File: src/rtl/user_param_pkg.sv
// Shared types, defaults and step arithmetic for the run-time parameter controller.
package user_param_pkg;

  localparam int PARAM_W    = 12;
  localparam int PARAM_MAX  = 4095;
  localparam int NUM_PARAMS = 3;

  typedef logic [PARAM_W-1:0] param_t;

  typedef enum logic [1:0] {
    PARAM_SOBEL    = 2'd0,
    PARAM_BRIGHT   = 2'd1,
    PARAM_CONTRAST = 2'd2
  } param_idx_e;

  typedef enum logic [1:0] {
    IDLE   = 2'd0,
    ARMED  = 2'd1,
    COMMIT = 2'd2
  } state_e;

  localparam param_t PARAM_MAX_V      = param_t'(PARAM_MAX);
  localparam param_t SOBEL_DEFAULT    = 12'd1800;
  localparam param_t SOBEL_STEP       = 12'd200;
  localparam param_t BRIGHT_DEFAULT   = 12'd2048;
  localparam param_t BRIGHT_STEP      = 12'd128;
  localparam param_t CONTRAST_DEFAULT = 12'd1024;
  localparam param_t CONTRAST_STEP    = 12'd64;

  function automatic param_t param_step(input param_idx_e idx);
    case (idx)
      PARAM_BRIGHT:   return BRIGHT_STEP;
      PARAM_CONTRAST: return CONTRAST_STEP;
      default:        return SOBEL_STEP;
    endcase
  endfunction

  function automatic param_idx_e next_sel(input param_idx_e idx);
    case (idx)
      PARAM_SOBEL:  return PARAM_BRIGHT;
      PARAM_BRIGHT: return PARAM_CONTRAST;
      default:      return PARAM_SOBEL;
    endcase
  endfunction

  // One extra bit on the sum so an overflow past PARAM_MAX is visible before clamping.
  function automatic param_t step_value(input param_t cur, input param_t step, input logic up);
    logic [PARAM_W:0] sum;
    sum = {1'b0, cur} + {1'b0, step};
    if (up) begin
      return (sum > {1'b0, PARAM_MAX_V}) ? PARAM_MAX_V : sum[PARAM_W-1:0];
    end
    return (cur < step) ? '0 : cur - step;
  endfunction

endpackage

File: src/rtl/user_param_ctrl_if.sv
// Button/frame inputs and committed parameter outputs of user_param_ctrl.
interface user_param_ctrl_if;
  import user_param_pkg::*;

  logic       i_inc;
  logic       i_dec;
  logic       i_sel;
  logic       i_frame_start;
  param_idx_e o_sel;
  param_t     o_sobel_thresh;
  param_t     o_brightness;
  param_t     o_contrast;
  logic       o_pending;
  logic       o_cfg_update;

  modport master (
    output i_inc, i_dec, i_sel, i_frame_start,
    input  o_sel, o_sobel_thresh, o_brightness, o_contrast, o_pending, o_cfg_update
  );

  modport slave (
    input  i_inc, i_dec, i_sel, i_frame_start,
    output o_sel, o_sobel_thresh, o_brightness, o_contrast, o_pending, o_cfg_update
  );
endinterface

File: src/rtl/btn_repeat.sv
// Registers a debounced button level, detects its rising edge and emits
// auto-repeat step pulses while the button stays held.
module btn_repeat #(
  parameter int REPEAT_DELAY  = 50_000_000,
  parameter int REPEAT_PERIOD = 10_000_000
) (
  input  logic i_clk,
  input  logic i_rstn,
  input  logic i_btn,
  output logic o_step
);

  localparam int CNT_MAX = (REPEAT_DELAY > REPEAT_PERIOD) ? REPEAT_DELAY : REPEAT_PERIOD;
  localparam int CNT_W   = (CNT_MAX > 1) ? $clog2(CNT_MAX) : 1;
  localparam logic [CNT_W-1:0] DELAY_LOAD  = CNT_W'(REPEAT_DELAY - 1);
  localparam logic [CNT_W-1:0] PERIOD_LOAD = CNT_W'(REPEAT_PERIOD - 1);

  logic             btn_q;
  logic             btn_qq;
  logic [CNT_W-1:0] cnt;
  logic             rise;
  logic             rep_fire;

  assign rise     = btn_q & ~btn_qq;
  assign rep_fire = btn_q & btn_qq & (cnt == '0);

  // The counter is a countdown to the next repeat; the load values make the
  // first repeat land REPEAT_DELAY cycles after the press pulse.
  // NOTE: sequential state uses non-blocking assignments so every register
  // samples pre-edge values, independent of statement order.
  always_ff @(posedge i_clk or negedge i_rstn) begin
    if (!i_rstn) begin
      btn_q  <= 1'b0;
      btn_qq <= 1'b0;
      cnt    <= '0;
      o_step <= 1'b0;
    end else begin
      btn_q  <= i_btn;
      btn_qq <= btn_q;
      o_step <= rise | rep_fire;
      if (!btn_q) begin
        cnt <= '0;
      end else if (rise) begin
        cnt <= DELAY_LOAD;
      end else if (cnt == '0) begin
        cnt <= PERIOD_LOAD;
      end else begin
        cnt <= cnt - 1'b1;
      end
    end
  end

endmodule

File: src/rtl/user_param_ctrl.sv
// Run-time parameter controller: button-driven shadow registers committed to
// the video datapath only at frame boundaries.
module user_param_ctrl
  import user_param_pkg::*;
#(
  parameter int REPEAT_DELAY  = 50_000_000,
  parameter int REPEAT_PERIOD = 10_000_000
) (
  input logic              i_clk,
  input logic              i_rstn,
  user_param_ctrl_if.slave bus
);

  logic       inc_evt;
  logic       dec_evt;
  logic       sel_q;
  logic       sel_qq;
  logic       sel_evt;
  param_idx_e sel;
  param_t     shadow    [NUM_PARAMS];
  param_t     committed [NUM_PARAMS];
  param_t     step_val;
  logic       step_chg;
  logic       shadow_diff;
  state_e     state;
  state_e     state_nxt;
  logic       commit_en;
  logic       pending_q;
  logic       cfg_update_q;

  btn_repeat #(.REPEAT_DELAY(REPEAT_DELAY), .REPEAT_PERIOD(REPEAT_PERIOD)) u_inc (
    .i_clk (i_clk),
    .i_rstn(i_rstn),
    .i_btn (bus.i_inc),
    .o_step(inc_evt)
  );

  btn_repeat #(.REPEAT_DELAY(REPEAT_DELAY), .REPEAT_PERIOD(REPEAT_PERIOD)) u_dec (
    .i_clk (i_clk),
    .i_rstn(i_rstn),
    .i_btn (bus.i_dec),
    .o_step(dec_evt)
  );

  // Select edge pulse is registered so it lines up with the step pulses.
  always_ff @(posedge i_clk or negedge i_rstn) begin
    if (!i_rstn) begin
      sel_q   <= 1'b0;
      sel_qq  <= 1'b0;
      sel_evt <= 1'b0;
      sel     <= PARAM_SOBEL;
    end else begin
      sel_q   <= bus.i_sel;
      sel_qq  <= sel_q;
      sel_evt <= sel_q & ~sel_qq;
      if (sel_evt) sel <= next_sel(sel);
    end
  end

  // Opposing steps cancel; a saturated step reports no change.
  // NOTE: every always_comb output gets a default first so no path leaves it
  // unassigned, which would otherwise infer a latch.
  always_comb begin
    step_val = shadow[sel];
    step_chg = 1'b0;
    if (inc_evt ^ dec_evt) begin
      step_val = step_value(shadow[sel], param_step(sel), inc_evt);
      step_chg = (step_val != shadow[sel]);
    end
  end

  always_comb begin
    shadow_diff = 1'b0;
    for (int i = 0; i < NUM_PARAMS; i++) begin
      if (shadow[i] != committed[i]) shadow_diff = 1'b1;
    end
  end

  // NOTE: the parameter arrays are a handful of flops, not RAM, so each entry
  // is explicitly reset to its own default value.
  always_ff @(posedge i_clk or negedge i_rstn) begin
    if (!i_rstn) begin
      shadow[PARAM_SOBEL]       <= SOBEL_DEFAULT;
      shadow[PARAM_BRIGHT]      <= BRIGHT_DEFAULT;
      shadow[PARAM_CONTRAST]    <= CONTRAST_DEFAULT;
      committed[PARAM_SOBEL]    <= SOBEL_DEFAULT;
      committed[PARAM_BRIGHT]   <= BRIGHT_DEFAULT;
      committed[PARAM_CONTRAST] <= CONTRAST_DEFAULT;
    end else begin
      if (step_chg) shadow[sel] <= step_val;
      if (commit_en) committed <= shadow;
    end
  end

  always_ff @(posedge i_clk or negedge i_rstn) begin
    if (!i_rstn) begin
      state        <= IDLE;
      pending_q    <= 1'b0;
      cfg_update_q <= 1'b0;
    end else begin
      state        <= state_nxt;
      pending_q    <= (state_nxt != IDLE);
      cfg_update_q <= commit_en;
    end
  end

  // A step landing in the commit cycle is not part of this frame's copy, so
  // it re-arms for the next frame.
  always_comb begin
    state_nxt = state;
    commit_en = 1'b0;
    case (state)
      IDLE:    if (shadow_diff) state_nxt = ARMED;
      ARMED:   if (bus.i_frame_start) state_nxt = COMMIT;
      COMMIT: begin
        commit_en = 1'b1;
        state_nxt = step_chg ? ARMED : IDLE;
      end
      default: state_nxt = IDLE;
    endcase
  end

  assign bus.o_sel          = sel;
  assign bus.o_sobel_thresh = committed[PARAM_SOBEL];
  assign bus.o_brightness   = committed[PARAM_BRIGHT];
  assign bus.o_contrast     = committed[PARAM_CONTRAST];
  assign bus.o_pending      = pending_q;
  assign bus.o_cfg_update   = cfg_update_q;

endmodule

File: src/flat_wrapper.sv
// flat-port wrapper written by rule: the top's interface ports become plain ports
module user_param_ctrl_flat import user_param_pkg::*;
#(
  parameter int REPEAT_DELAY  = 50_000_000,
  parameter int REPEAT_PERIOD = 10_000_000
)
  (i_clk, i_rstn, bus_i_inc, bus_i_dec, bus_i_sel, bus_i_frame_start, bus_o_sel, bus_o_sobel_thresh, bus_o_brightness, bus_o_contrast, bus_o_pending, bus_o_cfg_update);
  user_param_ctrl_if bus_i ();
  input logic i_clk;
  input logic i_rstn;
  input wire logic [$bits(bus_i.i_inc)-1:0] bus_i_inc;
  input wire logic [$bits(bus_i.i_dec)-1:0] bus_i_dec;
  input wire logic [$bits(bus_i.i_sel)-1:0] bus_i_sel;
  input wire logic [$bits(bus_i.i_frame_start)-1:0] bus_i_frame_start;
  output wire logic [$bits(bus_i.o_sel)-1:0] bus_o_sel;
  output wire logic [$bits(bus_i.o_sobel_thresh)-1:0] bus_o_sobel_thresh;
  output wire logic [$bits(bus_i.o_brightness)-1:0] bus_o_brightness;
  output wire logic [$bits(bus_i.o_contrast)-1:0] bus_o_contrast;
  output wire logic [$bits(bus_i.o_pending)-1:0] bus_o_pending;
  output wire logic [$bits(bus_i.o_cfg_update)-1:0] bus_o_cfg_update;
  assign bus_i.i_inc = bus_i_inc;
  assign bus_i.i_dec = bus_i_dec;
  assign bus_i.i_sel = bus_i_sel;
  assign bus_i.i_frame_start = bus_i_frame_start;
  assign bus_o_sel = bus_i.o_sel;
  assign bus_o_sobel_thresh = bus_i.o_sobel_thresh;
  assign bus_o_brightness = bus_i.o_brightness;
  assign bus_o_contrast = bus_i.o_contrast;
  assign bus_o_pending = bus_i.o_pending;
  assign bus_o_cfg_update = bus_i.o_cfg_update;
  user_param_ctrl #(.REPEAT_DELAY(REPEAT_DELAY), .REPEAT_PERIOD(REPEAT_PERIOD)) u_core (.i_clk(i_clk), .i_rstn(i_rstn), .bus(bus_i));
endmodule
File: config.mk
export PLATFORM = sky130hd
export DESIGN_NAME = user_param_ctrl_flat
export DESIGN_NICKNAME = d
export VERILOG_FILES = /design/src/rtl/user_param_pkg.sv /design/src/rtl/user_param_ctrl_if.sv /design/src/rtl/btn_repeat.sv /design/src/rtl/user_param_ctrl.sv /design/src/flat_wrapper.sv
export SDC_FILE = /design/constraint.sdc
export NUM_CORES = 1
export LEC_CHECK = 0
export BUFFER_PORTS_ARGS = -buffer_cell sky130_fd_sc_hd__buf_4
export CAP_MARGIN = 40
export CORE_MARGIN = 2
export CORE_UTILIZATION = 55
export DETAILED_ROUTE_END_ITERATION = 12
export GPL_TIMING_DRIVEN = 0
export PLACE_DENSITY = 0.73
export SYNTH_ARGS = -nofsm -noshare
export SYNTH_HDL_FRONTEND = slang
export SYNTH_SLANG_ARGS = --single-unit
File: constraint.sdc
create_clock -name i_clk -period 4.5 [get_ports i_clk]
set_input_delay 0.45 -clock i_clk [delete_from_list [all_inputs] [get_ports i_clk]]
set_output_delay 0.45 -clock i_clk [all_outputs]
set_load 0.01 [all_outputs]
Word level (Yosys, flattened, before mapping)
Cells that the tools add are included.
Word-level totals
  register bits after elaboration: 139
  word-level logic and storage cells: 89
  output and inout port bits: 40
  bits of input ports: 6
Cells by class
  add/subtract/negate cells: 4
  order comparisons: 4
  eq/ne operators: 8
  bitwise logic cells: 14
  reductions and logical operators: 6
  muxes and demuxes: 32
Operators by type and width (count)
  two-way mux 26 bit: 6
  two-way mux 12 bit: 10
  zero test 26 bit: 2
  subtractor 26 x 1 -> 26 bit, second input constant: 2
  inequality test 12 bit: 4
  bitwise mux 36 bit: 1
  binary-select mux 12 bit (select 2 bit): 1
  demux 12 bit (select 2 bit): 1
  case mux 8 bit (2 select lines): 1
  adder 12 x 12 -> 13 bit: 1
  > comparator 13 x 12 -> 1 bit, second input constant: 1
  less-than comparator 12 bit: 1
  subtractor 12 bit: 1
  two-way mux 1 bit: 8
  AND 1 bit: 7
  case mux 2 bit (3 select lines): 1
  == test 2 x 1 -> 1 bit, second input constant: 2
  == test 2 bit, second input constant: 2
  zero test 2 bit: 2
  two-way mux 2 bit: 2
  case mux 2 bit (2 select lines): 1
  >= comparator 3 bit, second input constant: 1
  less-than comparator 3 x 1 -> 1 bit, second input constant: 1
  inverter 1 bit: 3
  5 further kinds: 6

Longest topological paths before layout
Gate-level depths: netlist of run 1.
  depth in word-level cells: 15
  mapped depth: 18
  gate-level depth less buffers: 14

Modules after synthesis
Synthesis of run 1 repeated with hierarchy kept, for this count alone.
Unflattened totals
  cells, all modules: 750
  area total of the unflattened synthesis: 7920.1 µm²
By module, submodules not included
  user_param_ctrl: times used 1, cells each 440, area each 4894.7 µm², seq. area each 2042.0 µm²
  btn_repeat: times used 2, cells each 155, area each 1512.7 µm², seq. area each 725.7 µm²

Least setup slack after synthesis of run 1
No wires, ideal clock.
  path kind: register to register
  start point: reg u_core.sel[1], in the netlist u_core.bus.o_sel[1]
  end point: reg u_core.shadow[11] in the netlist's numbering
  cell stages (with the launch flop): 19
  data arrival time: 3.951 ns
  buffers on the path: 4
  period minus slack after synthesis: 4.076 ns
  path slack: 0.424 ns
  required time: 4.375 ns
  library setup time: 0.125 ns
  cells stage by stage: dfrtp_1 > buf_6 > buf_4 > mux2i_1 > nor2_1 > a21oi_1 > inv_1 > ha_1 > clkbuf_1 > nand3b_1 > o221ai_1 > nor4_1 > o221a_2 > nor2_1 > nor3_1 > nand4_4 > o21bai_4 > buf_12 > mux2_4
Between the ends
  word-level cells in the longest chain between the ends: 12
  elaborated cells on any way between the ends: 26
  classes of those cells: add/sub (2); order compare (4); eq/ne (3); mux (15); bitwise (1); reduce/logical (1)
RTL lines
  from (decl): line user_param_ctrl.sv:19  | param_idx_e sel;
  from (signal assigned): line user_param_ctrl.sv:56  | if (sel_evt) sel <= next_sel(sel);
  inverter 2 -> 3 bit (not written as such)
  binary-select mux 12 bit (select 2 bit): line user_param_ctrl.sv:64, user_param_ctrl.sv:67, user_param_ctrl.sv:68
  two-way mux 12 bit (not written as such) (2 in a row): line user_param_ctrl.sv:64, user_param_ctrl.sv:67, user_param_ctrl.sv:68
  adder 12 x 12 -> 13 bit: line user_param_pkg.sv:49  | sum = {1'b0, cur} + {1'b0, step};
  > comparator 13 x 12 -> 1 bit: line user_param_pkg.sv:51  | return (sum > {1'b0, PARAM_MAX_V}) ? PARAM_MAX_V : sum[PARAM_W-1:0];
  two-way mux 12 bit: line user_param_pkg.sv:51
  two-way mux 12 bit: line user_param_pkg.sv:50  | if (up) begin
  two-way mux 12 bit: line user_param_pkg.sv:53  | return (cur < step) ? '0 : cur - step;
  two-way mux 12 bit: line user_param_ctrl.sv:66  | if (inc_evt ^ dec_evt) begin
  inequality test 12 bit or two-way mux 12 bit (tied branches): line user_param_ctrl.sv:68, user_param_ctrl.sv:66
  two-way mux 1 bit or bitwise mux 36 bit (tied branches): line user_param_ctrl.sv:66, user_param_ctrl.sv:90
  to (signal, indexed assignment): line user_param_ctrl.sv:90  | if (step_chg) shadow[sel] <= step_val;
  to (decl): line user_param_ctrl.sv:20  | param_t shadow [NUM_PARAMS];
Several ways; a longest one is shown, not always the timed one. The select of a mux whose other input is x is not followed.
A chain may end at the register's enable or synchronous reset.

Worst setup path in the final report of run 1
  start point: reg u_core.sel[1], in the netlist u_core.bus.o_sel[1]
  end point: reg u_core.shadow[28] in the netlist's numbering
The elaborated chain is that of the path after synthesis.

==> flow_metrics.env, run 1 <==
export IMPL_remaining_drc_errors=0
export IMPL_timing_max_cap_violations=0
export IMPL_slowest_stage="or4_4"
export IMPL_status="complete, no violations"
export IMPL_clk_pin_slew_ns=0.06
export IMPL_swShare_pct=39.7
export IMPL_post_route_period_util_pct=96.1
export IMPL_ys_ff_latch=139
export IMPL_numCtsBuffers=17
export IMPL_n_antenna_cell=0
export IMPL_synth_net_count=714
export IMPL_layoutNonFillerInstCount=957
export IMPL_start_util_pct=56.0
export IMPL_crit_family="compound AO/OA/AOI/OAI gates"
export IMPL_crit_buf_inv=4
export IMPL_rows=43
export IMPL_crit_arrival_ns=4.63
export IMPL_via_per_inst=5.87
export IMPL_clock_sinks=139
export IMPL_crit_type="flop to flop"
export IMPL_die_x_um=122
export IMPL_synth_common_cells="127 x dfrtp_1, 53 x nor2_1, 44 x xor2_1"
export IMPL_slew_headroom_pct=37.8
export IMPL_combPwrFrac_pct=44.0
export IMPL_gp_congestion=0.912
export IMPL_worst_pin_slew_ns=0.933
export IMPL_synth_edff_count=0
export IMPL_holdWs_ns=0.128
export IMPL_vdd_drop_max_mv=0.328
export IMPL_cts_tree="done"
export IMPL_ys_flop_type="dfrtp_1"
export IMPL_numPortBuffers=45
export IMPL_hold_path_class="primary input to flop"
export IMPL_dp_final_hpwl_um=12700
export IMPL_antenna_found_initial=0
export IMPL_dr_pass1_iters=4
export IMPL_end_kind="flop"
export IMPL_fmax_mhz=231
export IMPL_fill_cells=1070
export IMPL_fin_worst_skew_ns=0.00987
export IMPL_io_pins=46
export IMPL_finalPower_mw=5.49
export IMPL_synth_distinct_cells=78
export IMPL_place_inst=920
export IMPL_syn_avg_cell_area_um2=11.1
export IMPL_grt_pass1_vias=5648
export IMPL_syn_inst=694
export IMPL_fp_dieH_um=122
export IMPL_ant_nets=0
export IMPL_layout_drive_gt1_share_pct=26.3
export IMPL_p_leak_nw=4.15
export IMPL_report_final_slew_viol_count=0
export IMPL_cp_max_fo=10
export IMPL_clk_latency_ns=0.43
export IMPL_min_period_ns=4.32
export IMPL_async_flop_share_pct=100
export IMPL_ys_seq_area_share_pct=45.3
export IMPL_gr_usage_all_layers_pct=25.3
export IMPL_p_seq_share_pct=32.0
export IMPL_setup_viol=0
export IMPL_grt_ovfl_total=0
export IMPL_die_area_um2=15000
export IMPL_grt_pass1_wl_um=29100
export IMPL_htreeDepth=4
export IMPL_synth_largest_area_cell="dfrtp_1"
export IMPL_synth_area_um2=7710
export IMPL_finalHoldViolCount=0
export IMPL_intPower_mw=3.31
export IMPL_switching_power_mw=2.18
export IMPL_cts_buffer_depth=2
export IMPL_powerDensity_nw_per_um2=613
export IMPL_wl_um=17600
export IMPL_drt_initial_drc_count=331
export IMPL_synth_most_common_cell="dfrtp_1"
export IMPL_fin_ws_ns=0.175
export IMPL_start_kind="flop"
export IMPL_p_clk_share_pct=24.0
export IMPL_yosys_warnings=0
export IMPL_synth_top_area_share_pct=41.2
export IMPL_synth_area_leaders="dfrtp_1 41%, mux2_2 5.8%, mux2_4 5.8%"
export IMPL_area_growth_pct=16.1
export IMPL_fin_nets=784
export IMPL_grt_max_degree=94
export IMPL_cts_root_buffer="clkbuf_16"
export IMPL_crit_path_cell_trace="buf_6 > buf_4 > mux2i_1 > o21ai_2 > ha_1 > inv_1 > o21ai_0 > a41oi_2 > or4_4 > a21o_4 > xnor2_4 > nand4_4 > o21bai_4 > buf_12 > mux2_4"
export IMPL_required_ns=4.81
export IMPL_core_area_um2=13800
export IMPL_wl_per_cell_um=18.4
export IMPL_vias=5613
export IMPL_cpPeakStageDelay_ns=0.55
export IMPL_pre_cts_ws_ns=-0.541
export IMPL_fin_util_pct=65.0
[cells in the final DEF (no fill, tap or decap), types with 4 or more instances in the layout]
cell / n
nand4_1: 11
o21ai_0: 18
nand3b_1: 4
mux2_2: 40
nand3_1: 5
a21oi_1: 29
inv_6: 5
inv_1: 21
xor2_1: 44
or3_1: 9
nor3_1: 23
xnor2_1: 39
a21boi_0: 10
clkbuf_16: 17
dfrtp_1: 127
nand2_1: 36
nor2b_1: 9
o211ai_1: 4
buf_6: 4
nor2_1: 53
o31ai_1: 4
or4_1: 6
mux2i_1: 10
a31oi_1: 7
dfstp_2: 12
buf_4: 49
clkbuf_1: 10
nor3b_1: 6
nand2b_1: 10
mux2_4: 30
buf_1: 4
ha_1: 14
nor4_1: 18
[per-layer routing]
layer	up-vias	GRT usage (%)	part of all wire, %
met5	-	0	0
met1	2789	31.7	43
met3	32	4.79	4.1
li1	2640	-	-
met4	0	10.2	2.7
met2	152	42.9	51
[final timing paths]
path | startpoint | to | slack (ns) | depth (start not counted)
max | u_core.bus.o_sel[1]$_DFFE_PN0P_ | u_core.shadow[28]$_DFFE_PN0P_ | 0.18 | 15
min | bus_i_dec | u_core.u_dec.btn_q$_DFF_PN0_ | 0.13 | 1
max reg2reg | u_core.bus.o_sel[1]$_DFFE_PN0P_ | u_core.shadow[28]$_DFFE_PN0P_ | 0.18 | 15
min reg2reg | u_core.sel_q$_DFF_PN0_ | u_core.sel_qq$_DFF_PN0_ | 0.38 | 0
max in group asynchronous | i_rstn | u_core.u_inc.btn_qq$_DFF_PN0_ | 3.15 | 3
min in group asynchronous | i_rstn | u_core.bus.o_contrast[5]$_DFFE_PN0P_ | 0.52 | 2
[cells by family after synthesis]
group / count (synthesis) / share of synthesized area (%)
DFF: 139 / 45.3
xor gates and xnor gates: 85 / 9.99
adders and majority gates: 14 / 2.27
and+or+nand+nor: 208 / 14.6
buffers and inverters: 49 / 3.42
muxes: 84 / 13.8
AOI/OAI and AO/OA: 115 / 10.7
[per-stage QoR]
step           cell area (um2)  setup TNS (ns)
3_3_place_gp              8280          -14.60
2_1_floorplan             7710               0
3_5_place_dp              8310          -17.63
4_1_cts                   8900               0
5_1_grt                   8960          -0.573
6_report                  8960               0
[layout make-up]
class	instances	area, um2	area share (%)
Multi-Input combinational cell	506	4000	44.7
Buffer	27	184	2.05
Sequential cell	139	3490	39.0
Tap cell	180	225	2.51
Timing Repair Buffer	51	409	4.57
Clock buffer	17	425	4.75
Clock inverter	15	134	1.49
Inverter	22	82.6	0.922
[registers in the layout, indices dropped and copies added (netlist names)]
| signal | cells |
|---|---|
| u_core.shadow | 36 |
| u_core.u_dec.cnt | 26 |
| u_core.u_inc.cnt | 26 |
| u_core.bus.o_brightness | 12 |
| u_core.bus.o_contrast | 12 |
| u_core.bus.o_sobel_thresh | 12 |
| u_core.bus.o_sel | 2 |
| u_core.state | 2 |
| u_core.bus.o_cfg_update | 1 |
| u_core.bus.o_pending | 1 |
| u_core.sel_evt | 1 |
| u_core.sel_q | 1 |
| u_core.sel_qq | 1 |
| u_core.u_dec.btn_q | 1 |
| u_core.u_dec.btn_qq | 1 |
| u_core.u_dec.o_step | 1 |
| u_core.u_inc.btn_q | 1 |
| u_core.u_inc.btn_qq | 1 |
| u_core.u_inc.o_step | 1 |
[power groups by stage]
stage                     clock network, mW  logic (mW)  registers [mW]
after floorplan                           0        1.69            1.74
after global placement                    0        2.28            1.75
after detailed placement                  0        2.32            1.77
after CTS                              1.34        2.36            1.76
after global routing                   1.41        2.63            1.79
final                                  1.32        2.42            1.76
[what timing repair did]
| action | in CTS | in global routing |
|---|---|---|
| buffers inserted | 0 | 4 |
| hold endpoints to repair | 37 | 0 |
| hold buffers | 1 | 0 |
| gates resized for setup | 5 | 6 |
| pin swaps | 0 | 3 |
| setup endpoints to repair | 38 | 36 |
Note: power is estimated with default switching activity, not from simulation.
==> run 2, diff against run 1 <==
Settings changed: BUFFER_PORTS_ARGS -buffer_cell sky130_fd_sc_hd__buf_4 to -buffer_cell sky130_fd_sc_hd__buf_2.
==> run 2 against run 1 <==
Worst hold slack lost 0.12 ns. Flip-flop and latch count is the same. Sequential power is essentially flat. Global-route usage shrank 0.59 points. Core utilization shrank 0.33 points. Via count is essentially flat. First-iteration DRC count grew 26%. Final cell count shrank 0.31%. Critical endpoint is now u_core.shadow[26]$_DFFE_PN0P_. Highest routed layer unchanged.
==> flow_metrics.env, run 2 (synthesis gave the netlist of run 1 again) <==
export IMPL_p_leak_nw=4.17
export IMPL_numCtsBuffers=17
export IMPL_n_antenna_cell=0
export IMPL_end_kind="flop"
export IMPL_grt_use_met3_pct=5.81
export IMPL_reg_top3="u_core.shadow: 36 flops, u_core.u_dec.cnt: 26 flops, u_core.u_inc.cnt: 26 flops"
export IMPL_rows=43
export IMPL_fin_nets=781
export IMPL_min_period_ns=4.27
export IMPL_post_route_period_util_pct=94.9
export IMPL_gr_usage_all_layers_pct=24.7
export IMPL_fmax_mhz=234
export IMPL_clock_sinks=139
export IMPL_cts_buffer_depth=2
export IMPL_grt_pass1_wl_um=28500
export IMPL_start_util_pct=56.0
export IMPL_antenna_found_initial=0
export IMPL_cts_tree="done"
export IMPL_grt_use_met1_pct=31.9
export IMPL_crit_type="flop to flop"
export IMPL_via_per_inst=5.89
export IMPL_largest_register="u_core.shadow"
export IMPL_vias=5618
export IMPL_postCtsHoldBufs=0
export IMPL_clk_pin_slew_ns=0.06
export IMPL_grt_pass1_vias=5680
export IMPL_die_area_um2=15000
export IMPL_layout_common_cells="127 x dfrtp_1, 53 x nor2_1, 47 x buf_2, 44 x xor2_1, 40 x mux2_2"
export IMPL_use_met2_pct=40.7
export IMPL_powerDensity_nw_per_um2=636
export IMPL_finalHoldViolCount=0
export IMPL_fin_worst_skew_ns=0.0117
export IMPL_largest_register_ffs=36
export IMPL_timing_max_cap_violations=0
export IMPL_status="complete, no violations"
export IMPL_hold_path_class="primary input to async pin"
export IMPL_core_area_um2=13800
export IMPL_holdWs_ns=0.00403
export IMPL_die_x_um=122
export IMPL_rsz0062_at_grt="no"
export IMPL_layoutNonFillerInstCount=954
export IMPL_place_inst=920
export IMPL_fin_util_pct=64.7
export IMPL_setup_viol=0
export IMPL_slew_headroom_pct=45.5
export IMPL_wl_per_cell_um=18.4
export IMPL_busiest_layer="met2"
export IMPL_report_final_slew_viol_count=0
export IMPL_grt_max_degree=78
export IMPL_worst_pin_slew_ns=0.817
export IMPL_start_kind="flop"
export IMPL_numPortBuffers=45
export IMPL_grt_ovfl_total=0
export IMPL_drt_initial_drc_count=416
export IMPL_ant_nets=0
export IMPL_fp_dieH_um=122
export IMPL_htreeDepth=4
export IMPL_cp_max_fo=10
export IMPL_dp_final_hpwl_um=12800
export IMPL_design_area_um2=8910
export IMPL_cts_root_buffer="clkbuf_16"
export IMPL_final_common_cell="dfrtp_1"
export IMPL_dr_pass1_iters=5
export IMPL_clk_latency_ns=0.42
export IMPL_io_pins=46
export IMPL_required_ns=4.80
export IMPL_wl_um=17500
export IMPL_area_growth_pct=15.5
export IMPL_layout_drive_gt1_share_pct=25.7
export IMPL_vdd_drop_max_mv=0.323
export IMPL_remaining_drc_errors=0
export IMPL_crit_arrival_ns=4.57
export IMPL_gp_congestion=0.884
export IMPL_place_area_um2=8200
## run 2: changes by cell type in the layout (fill, tap and decap cells not counted), moves of 2 or more
cell / delta
buf_2: +44
buf_4: -46
bufinv_16: +5
clkbuf_1: +3
clkbuf_8: +3
inv_6: -4
clkinv_4: -2
inv_8: -2
## run 2: power breakdown
part           switching, mW  total [mW]  leakage, nW  internal (mW)
clock                  0.520        1.55        0.317           1.03
combinational           1.33        2.36         2.05           1.03
sequential             0.259        1.75         1.80           1.50
total                   2.11        5.67         4.17           3.56
## run 2: worst max-delay path, cell delays in order, from the launching register on
cell and delay (ns):
dfrtp_1 0.42, buf_6 0.19, buf_4 0.25, mux2i_1 0.22, nor2_1 0.07, a21oi_2 0.19
inv_1 0.12, ha_1 0.32, clkbuf_2 0.19, o21ai_0 0.13, a41oi_1 0.11, or3_1 0.38
clkbuf_1 0.19, and3_1 0.20, o21bai_1 0.24, nand4_4 0.20, o21bai_4 0.23, buf_12 0.18
mux2_4 0.31
## run 2: layout make-up
cell class              instances  area [um2]
plain buffers                  27         183
inverters                      22        82.6
multi-input cells             506        3990
fillers                      1104        4860
well taps                     180         225
flip-flops and latches        139        3490
clock buffers                  22         474
clock inverters                10         188
repair buffers                 48         274
## run 2: timing repair
action	4_1_cts	5_1_grt
setup endpoints to repair	38	35
endpoints found under the hold margin	0	0
pin swaps	0	2
setup buffers	1	1
gates resized for setup	4	4
## run 2: metal layers
layer  vias up  wire length [um]
li1       2628                 -
met1      2812              7790
met5         -                 0
met2       153              8520
met4         0               378
met3        25               816
## run 2: stage by stage
stage	setup slack [ns]	power, mW	setup TNS [ns]
CTS	0.000214	5.65	0
global route	0.0449	5.97	0
floorplan	0.424	3.43	0
global placement	-0.506	3.97	-15.53
detailed placement	-0.563	4.05	-17.90
finish	0.230	5.67	0
## run 2: final timing paths
path	startpoint	endpoint	slack, ns	depth (start not counted)
worst max-delay path	u_core.bus.o_sel[1]$_DFFE_PN0P_	u_core.shadow[26]$_DFFE_PN0P_	0.23	18
worst min-delay path	i_rstn	u_core.bus.o_contrast[11]$_DFFE_PN0P_	0.004	1
worst max register to register	u_core.bus.o_sel[1]$_DFFE_PN0P_	u_core.shadow[26]$_DFFE_PN0P_	0.23	18
worst min register to register	u_core.sel_q$_DFF_PN0_	u_core.sel_qq$_DFF_PN0_	0.37	0
max in group asynchronous	i_rstn	u_core.shadow[27]$_DFFE_PN1P_	3.69	2
min in group i_clk	bus_i_inc	u_core.u_inc.btn_q$_DFF_PN0_	0.13	1
